===== src/rtl/hex_scan_display_driver.sv =====
// hex_scan_display_driver
//   Takes a 32-bit debug word as 8 hex nibbles and drives one time-multiplexed
//   7-segment bank. Each digit slot lasts SCAN_DIV clocks. The first cycle of
//   every slot is dark to suppress ghosting while the anode switches.
//
// Parameters
//   SCAN_DIV    clocks per digit slot, including the dark cycle (2..2^20)
//   PRESCALE_W  prescaler width; 2^PRESCALE_W must be >= SCAN_DIV
//
// Ports
//   Clock         in   1  rising-edge system clock
//   Resetn        in   1  asynchronous active-low reset
//   Data_In       in  32  word to display; nibble k -> digit k (digit 0 rightmost)
//   Data_Valid    in   1  load strobe for Data_In
//   Freeze        in   1  1 = drop loads and hold the current snapshot
//   Blank         in   1  1 = all digits dark; scanning keeps running
//   Seg_Out       out  7  active-low segments {g,f,e,d,c,b,a}
//   Digit_En      out  8  active-low one-hot digit enables
//   Scan_Tick     out  1  high on the last cycle of each digit slot
//   Snapshot_Out  out 32  current snapshot register
//
// Optional build macro
//   HEX_LEADING_ZERO_BLANK_EN  when defined, digit k (k>=1) stays dark if
//                              snapshot nibbles k..7 are all zero.
module hex_scan_display_driver #(
  parameter int unsigned SCAN_DIV   = 50000,
  parameter int unsigned PRESCALE_W = 20
) (
  input  logic        Clock,
  input  logic        Resetn,
  input  logic [31:0] Data_In,
  input  logic        Data_Valid,
  input  logic        Freeze,
  input  logic        Blank,
  output logic [6:0]  Seg_Out,
  output logic [7:0]  Digit_En,
  output logic        Scan_Tick,
  output logic [31:0] Snapshot_Out
);

  localparam logic [PRESCALE_W-1:0] PRESC_LAST = PRESCALE_W'(SCAN_DIV - 1);

  logic [31:0]           snapshot_q, snapshot_d;
  logic [PRESCALE_W-1:0] presc_q, presc_d;
  logic [2:0]            idx_q, idx_d;
  logic                  slot_end;

  // Active-low gfedcba pattern for one hex nibble.
  function automatic logic [6:0] hex_to_seg(input logic [3:0] nib);
    logic [6:0] seg;
    case (nib)
      4'h0: seg = 7'h40;
      4'h1: seg = 7'h79;
      4'h2: seg = 7'h24;
      4'h3: seg = 7'h30;
      4'h4: seg = 7'h19;
      4'h5: seg = 7'h12;
      4'h6: seg = 7'h02;
      4'h7: seg = 7'h78;
      4'h8: seg = 7'h00;
      4'h9: seg = 7'h10;
      4'hA: seg = 7'h08;
      4'hB: seg = 7'h03;
      4'hC: seg = 7'h46;
      4'hD: seg = 7'h21;
      4'hE: seg = 7'h06;
      default: seg = 7'h0E;
    endcase
    return seg;
  endfunction

  assign slot_end = (presc_q == PRESC_LAST);

  always_comb begin
    snapshot_d = snapshot_q;
    // Loads are applied immediately, even mid-slot; while frozen they are lost.
    if (Data_Valid && !Freeze) begin
      snapshot_d = Data_In;
    end
    presc_d = slot_end ? '0 : presc_q + 1'b1;
    idx_d   = slot_end ? idx_q + 3'd1 : idx_q;
  end

  always_ff @(posedge Clock or negedge Resetn) begin
    if (!Resetn) begin
      snapshot_q <= '0;
      presc_q    <= '0;
      idx_q      <= '0;
    end else begin
      snapshot_q <= snapshot_d;
      presc_q    <= presc_d;
      idx_q      <= idx_d;
    end
  end

  // Per-digit nibble split and visibility.
  logic [3:0] nibble [8];
  logic [7:0] digit_shown;

  generate
    for (genvar gi = 0; gi < 8; gi++) begin : g_digit
      assign nibble[gi] = snapshot_q[4*gi +: 4];
`ifdef HEX_LEADING_ZERO_BLANK_EN
      if (gi == 0) begin : g_lsd
        // Rightmost digit is always lit so a zero word still reads "0".
        assign digit_shown[gi] = 1'b1;
      end else begin : g_upper
        assign digit_shown[gi] = |snapshot_q[31:4*gi];
      end
`else
      assign digit_shown[gi] = 1'b1;
`endif
    end
  endgenerate

  logic       digit_active;
  logic [3:0] nibble_sel;

  assign nibble_sel = nibble[idx_q];

  // Dark on the first cycle of each slot (ghost blanking), when Blank is
  // asserted, or when the digit is suppressed as a leading zero.
  assign digit_active = (presc_q != '0) && !Blank && digit_shown[idx_q];

  generate
    for (genvar gi = 0; gi < 8; gi++) begin : g_anode
      assign Digit_En[gi] = !(digit_active && (idx_q == 3'(gi)));
    end
  endgenerate

  assign Seg_Out      = digit_active ? hex_to_seg(nibble_sel) : 7'h7F;
  assign Scan_Tick    = slot_end;
  assign Snapshot_Out = snapshot_q;

endmodule


===== config.mk =====
export PLATFORM = sky130hd
export DESIGN_NAME = hex_scan_display_driver
export DESIGN_NICKNAME = d
export VERILOG_FILES = /design/src/rtl/hex_scan_display_driver.sv
export SDC_FILE = /design/constraint.sdc
export NUM_CORES = 1
export LEC_CHECK = 0
export BUFFER_PORTS_ARGS = -buffer_cell sky130_fd_sc_hd__buf_4
export CAP_MARGIN = 20
export CORE_UTILIZATION = 50
export CTS_CLUSTER_DIAMETER = 100
export DETAILED_ROUTE_END_ITERATION = 8
export PLACE_DENSITY = 0.8
export SYNTH_ARGS = -nofsm -noshare
export SYNTH_HDL_FRONTEND = slang
export SYNTH_SLANG_ARGS = --single-unit

===== constraint.sdc =====
create_clock -name Clock -period 7.07 [get_ports Clock]
set_input_delay 1.414 -clock Clock [delete_from_list [all_inputs] [get_ports Clock]]
set_output_delay 1.414 -clock Clock [all_outputs]
set_load 0.005 [all_outputs]

==> results.cfg, run 1 <==
[finish]
drive_above_1_share_pct = 40.12
multi_input_area_mm2 = 0.001504
instances_no_fill = 406
layout.nets = 384
regArea_mm2 = 0.001376
fin_util_pct = 66.56
diodes = 0
fill_cells = 437
syn_to_final_growth_pct = 25.20

[floorplan]
fp.dieArea_mm2 = 0.006312
die_h_um = 79.45
ios = 85
die_x_um = 79.45
coreArea_mm2 = 0.005642
start_util_pct = 53.16
num_rows = 27

[clock_tree]
clk_path_buf_depth = 2
cts.sinks = 55
cts_buffers = 5
cts-htree-levels = 2
cts_tree = yes
clkSlewWorstSetupHoldPaths_ns = 0.09
cts.hold.buffers_added = 0
insertion_delay_ns = 0.30
post_cts_resized = 0
post_cts_buffers = 0
cts_root_buf = clkbuf_8

[sta]
fin_crit_sh_pct = 62.38
finalMaxSlewViolations = 0
tightest_slew_ns = 0.7831
setup_slack_ns = 2.660
skew_ns = 0.003699
hold_ws_ns = 0.4768
fin_crit_ns = 4.410
rsz0062_at_grt = no
setup_viol = 0
tns_ns = 0
hold_viol = 0
timing.fmax_mhz = 226.7
slew_headroom_pct = 47.40

[synthesis]
synth_edf_count = 0
yosysWarningCount = 0
syn-cell-area_mm2 = 0.002999
ys_top_cells_by_count = dfrtp_1, mux2_2, nand2_1
ys.flop_type = dfrtp_1
synthArstFlopShare_pct = 100.0
synthCells = 252
netlist.area_leader.share_pct = 45.89
ys_seq_area_share_pct = 45.89
synth.area.top_cells = dfrtp_1, mux2_2, ha_1
syn_nets = 303
synth.distinct_cells = 50
yosysMostFrequentCell = dfrtp_1
ys_ff_latch = 55
yosysTopAreaCell = dfrtp_1
synth.avg_cell_area_um2 = 11.90

[placement]
io_buffer_count = 84
dpl.hpwl_mm = 4.670
dp.cells = 397
gp_congestion = 0.8082
pre_cts_slack_ns = 2.891

[hold_path]
hold_class = register to register
min_path_cells = 1

[grt]
antenna_found_initial = 0
grt_pass1_vias = 2043
grt_max_degree = 56
grt.met2_usage_pct = 32.74
grtUsageTotal_pct = 20.83
met1_usage_pct = 29.54
grt_first_pass_wirelength_mm = 10.14
grt_use_met3_pct = 3.657
grt_most_used_layer = met2
overflow = 0

[run]
max-cap-violations = 0

[routing]
antenna_left = 0
drtPass1Iterations = 4
avgRoutedWirePerCell_um = 15.49
vias = 2195
drcViolationCount = 0
viasPerCell = 5.406
wirelength_mm = 6.287
drtIter0Drc = 123

[worst_setup_path]
rr_worst_depth = 5
startpoint_type = register
worstPathArrival_ns = 3.00
cp_max_fo = 13
worstSetupEndpointType = output pin
worstSetupPathType = register to output pin
cp_data_required_time_ns = 5.66

[power_and_ir_drop]
power_leakage_nw = 1.760
peakVddDrop_v = 0.0001399
pwr_density_cell_mw_per_mm2 = 187.3

[status]
status = completed
-- routing by layer --
layer / vias to the layer above / wire length [um]
met5: - / 0
met4: 0 / 70
met3: 6 / 266
met2: 66 / 3132
met1: 1064 / 2818
li1: 1059 / -
-- registers in the layout, indices dropped and copies added, names as in the netlist --
register	flops
Snapshot_Out	32
idx_q	3
presc_q	20
-- where the power goes --
group          switching, mW  internal [mW]  total [mW]
registers             0.0213          0.342       0.363
clock network          0.104         0.0710       0.175
logic                 0.0661         0.0994       0.165
total                  0.192          0.512       0.703
-- worst max-delay path: stages, from the launching register on --
cell and delay, ns:
dfrtp_1 0.78, mux4_1 0.71, mux2i_4 0.28, inv_2 0.10, ha_1 0.25, mux2_2 0.28, nand2_1 0.06, o311ai_1 0.09
buf_4 0.15
-- layout by cell type (no fill, tap or decap), types with 4 or more instances in the layout --
cell and n:
nand2_1 17, clkbuf_8 5, xnor2_1 8, nand3_1 14, a21oi_1 4, xor2_1 9, mux2_2 29, and3_1 5
mux2_1 7, mux4_1 5, nor2_1 15, nor4_1 4, inv_1 11, dfrtp_1 55, buf_4 86, mux2i_1 4
ha_1 14
-- metrics by stage --
stage / area [um^2] / total power, mW
global placement: 3654 / 0.5304
CTS: 3747 / 0.7100
floorplan: 2999 / 0.4449
finish: 3755 / 0.7035
detailed placement: 3654 / 0.5346
global route: 3755 / 0.7404
-- cell families after synthesis --
kind of cell	share of synthesized area, %
compound gates	4.923
xor+xnor	4.965
simple gates	13.10
flops	45.89
fa+ha+maj	5.841
buf+inv	4.047
mux	21.23
-- worst paths after layout --
kind                       slack [ns]         from                to
max in group asynchronous        5.48       Resetn  Snapshot_Out[29]
min in group asynchronous        1.14       Resetn       presc_q[10]
min reg2reg                      0.48  presc_q[19]       presc_q[19]
min                              0.48  presc_q[19]       presc_q[19]
max reg2reg                      4.86  presc_q[12]       presc_q[18]
max                              2.66     idx_q[0]        Seg_Out[4]
-- layout make-up --
cell class / count / share of cell area, %
multi-input combinational: 173 / 40.05
sequential: 55 / 36.65
timing repair buffer: 86 / 17.19
tap: 72 / 2.399
clock buffer: 5 / 1.833
inverter: 12 / 1.200
clock inverter: 3 / 0.6664
Note: power is estimated with default switching activity, not from simulation.
==> inputs of run 2 (changes only) <==
- ABC_AREA: unset -> 1
- CORE_UTILIZATION: 50 -> 48
- PLACE_DENSITY: 0.8 -> 0.79
- clock period: 7.07 -> 3.6 ns (I/O delays scaled with it)
==> results.cfg, run 2 <==
[floorplan]
die_x_um = 85.65
start_util_pct = 49.43
fp.dieArea_mm2 = 0.007335
coreArea_mm2 = 0.006794
die_h_um = 85.65
ios = 85
num_rows = 30

[routing]
avgRoutedWirePerCell_um = 13.39
wl_met3_um = 388
viasPerCell = 5.068
wirelength_mm = 8.409
antenna_left = 0
wl_met2_mm = 4.175
vias = 3183
drcViolationCount = 0
drtPass1Iterations = 4
met1_length_mm = 3.637
drtIter0Drc = 161
dr.max_layer_used = met4

[synthesis]
synth.avg_cell_area_um2 = 7.413
ys_ff_latch = 55
ys_seq_area_share_pct = 40.98
synthArstFlopShare_pct = 100.0
syn-cell-area_mm2 = 0.003358
yosysTopAreaCell = dfrtp_1
ys_top_cells_by_count = nand2_1, nand3_1, inv_1
yosysWarningCount = 0
synth_edf_count = 0
ys.flop_type = dfrtp_1
synth.distinct_cells = 31
syn_nets = 504
netlist.area_leader.share_pct = 40.98
synth.area.top_cells = dfrtp_1, nand3_1, nand2_1
yosysMostFrequentCell = nand2_1
synthCells = 453

[clock_tree]
cts.sinks = 55
clk_path_buf_depth = 2
post_cts_resized = 0
cts.hold.buffers_added = 0
clkSlewWorstSetupHoldPaths_ns = 0.11
cts-htree-levels = 2
insertion_delay_ns = 0.31
cts_buffers = 5
cts_root_buf = clkbuf_8
cts_tree = yes
post_cts_buffers = 0

[grt]
grt_max_degree = 64
grtUsageTotal_pct = 23.93
overflow = 0
grt_first_pass_wirelength_mm = 13.98
grt_pass1_vias = 3074
antenna_found_initial = 0

[worst_setup_path]
worstSetupEndpointType = output pin
cp_data_required_time_ns = 2.88
r2r_end = presc_q[3]
rrSetupSlack_ns = 1.91
slowest_delay_ns = 0.83
critPathBufInv = 2
cp_max_fo = 21
crit_top_cell = nand3_1
startpoint_type = register
worstPathArrival_ns = 2.47
cpLargestDelayFamily = flip-flops
rr_worst_depth = 8
path_cells = inv_6 -> nand2_1 -> nand3_1 -> nand3_1 -> nand2_1 -> ha_1 -> nand3_1 -> nand3_1 -> nand3_1 -> buf_4
r2r-start = presc_q[0]
slowest_stage = dfrtp_1
worstSetupPathType = register to output pin

[sta]
fin_crit_ns = 3.190
slew_headroom_pct = 51.35
setup_viol = 0
setup_slack_ns = 0.4104
hold_ws_ns = 0.4369
fin_crit_sh_pct = 88.60
rsz0062_at_grt = no
tns_ns = 0
finalMaxSlewViolations = 0
timing.fmax_mhz = 313.5
skew_ns = 0.008191
tightest_slew_ns = 0.7298
hold_viol = 0

[placement]
dpl.hpwl_mm = 6.454
io_buffer_count = 84
gp_congestion = 0.8736
pre_cts_slack_ns = 0.7564

[power_and_ir_drop]
fin_total_pwr_mw = 1.376
power_leakage_nw = 2.192
p_comb_share_pct = 23.1
peakVddDrop_v = 0.0001930
pwr-share-seq_pct = 50.1
pwr_density_cell_mw_per_mm2 = 333.8
swShare_pct = 29.31
power_frac_clock_pct = 26.8
internal_power_mw = 0.9724
p_switching_mw = 0.4033

[finish]
fin_util_pct = 60.66
layout_commonest_cell = nand2_1
diodes = 0
drive_above_1_share_pct = 23.31
fill_cells = 631
final_cell_mix = nand2_1, buf_4, nand3_1, inv_1, nor2_1
largest_reg_flops = 32
layout.nets = 582
syn_to_final_growth_pct = 22.73

[run]
max-cap-violations = 0

[status]
status = completed

[hold_path]
hold_class = primary input to asynchronous set/reset pin
run 2: changes by cell type in the layout (fill, tap and decap cells not counted), sizes merged, moves of 31 or more:
cell,change
nand2,+78
mux2,-36
inv,+61
a21oi,+31
nor2,+47
nand3,+58
run 2: how the worst max path moves through the flow:
stage                     startpoint    endpoint  slack (ns)  cells past startpoint
after floorplan             idx_q[0]  Seg_Out[5]        1.31                     13
after global placement      idx_q[0]  Seg_Out[0]        0.88                     11
after detailed placement    idx_q[0]  Seg_Out[3]        0.76                     10
after CTS                   idx_q[0]  Seg_Out[3]        0.40                     10
after global routing        idx_q[0]  Seg_Out[0]        0.20                     12
final                       idx_q[0]  Seg_Out[3]        0.41                     10
run 2: power groups by stage:
stage               Clock (mW)  Combinational (mW)  Sequential, mW
floorplan                    0               0.145           0.702
finish                   0.369               0.318           0.689
global placement             0               0.311           0.699
CTS                      0.374               0.318           0.689
detailed placement           0               0.317           0.701
global route             0.400               0.353           0.693
run 2: layout make-up:
| class | count | area, um^2 | area share, % |
|---|---|---|---|
| Timing Repair Buffer | 85 | 650.6 | 15.79 |
| Sequential cell | 55 | 1376 | 33.39 |
| Clock inverter | 2 | 13.76 | 0.3339 |
| Tap cell | 96 | 120.1 | 2.914 |
| Clock buffer | 6 | 82.58 | 2.004 |
| Multi-Input combinational cell | 310 | 1593 | 38.65 |
| Inverter | 74 | 285.3 | 6.922 |
run 2: metal layers:
metal | global-route usage, % | vias up
met2 | 42.25 | 92
li1 | - | 1586
met4 | 8.485 | 0
met1 | 29.76 | 1488
met3 | 3.754 | 17
met5 | 0 | -
run 2: logic make-up after synthesis:
family                     count (synthesis)  share of synthesized area (%)
muxes                                      1                         0.3353
xor gates and xnor gates                  10                          2.608
adders and majority gates                 14                          5.216
buffers and inverters                     88                          11.66
DFF                                       55                          40.98
AOI/OAI and AO/OA                         42                          6.334
and+or+nand+nor                          243                          32.86
run 2: worst register-to-register path: stages (launching register included):
cell	delay, ns
dfrtp_1	0.42
ha_1	0.27
nand3_2	0.17
clkinv_1	0.14
nand3_1	0.10
nor2_2	0.27
inv_2	0.09
o21ai_1	0.08
a21oi_1	0.05
run 2: per-stage QoR:
stage / instance area, um^2 / std cells
after global placement: 4005 / 619
after global routing: 4121 / 628
after CTS: 4101 / 627
after floorplan: 3358 / 453
after detailed placement: 4005 / 619
final: 4121 / 628
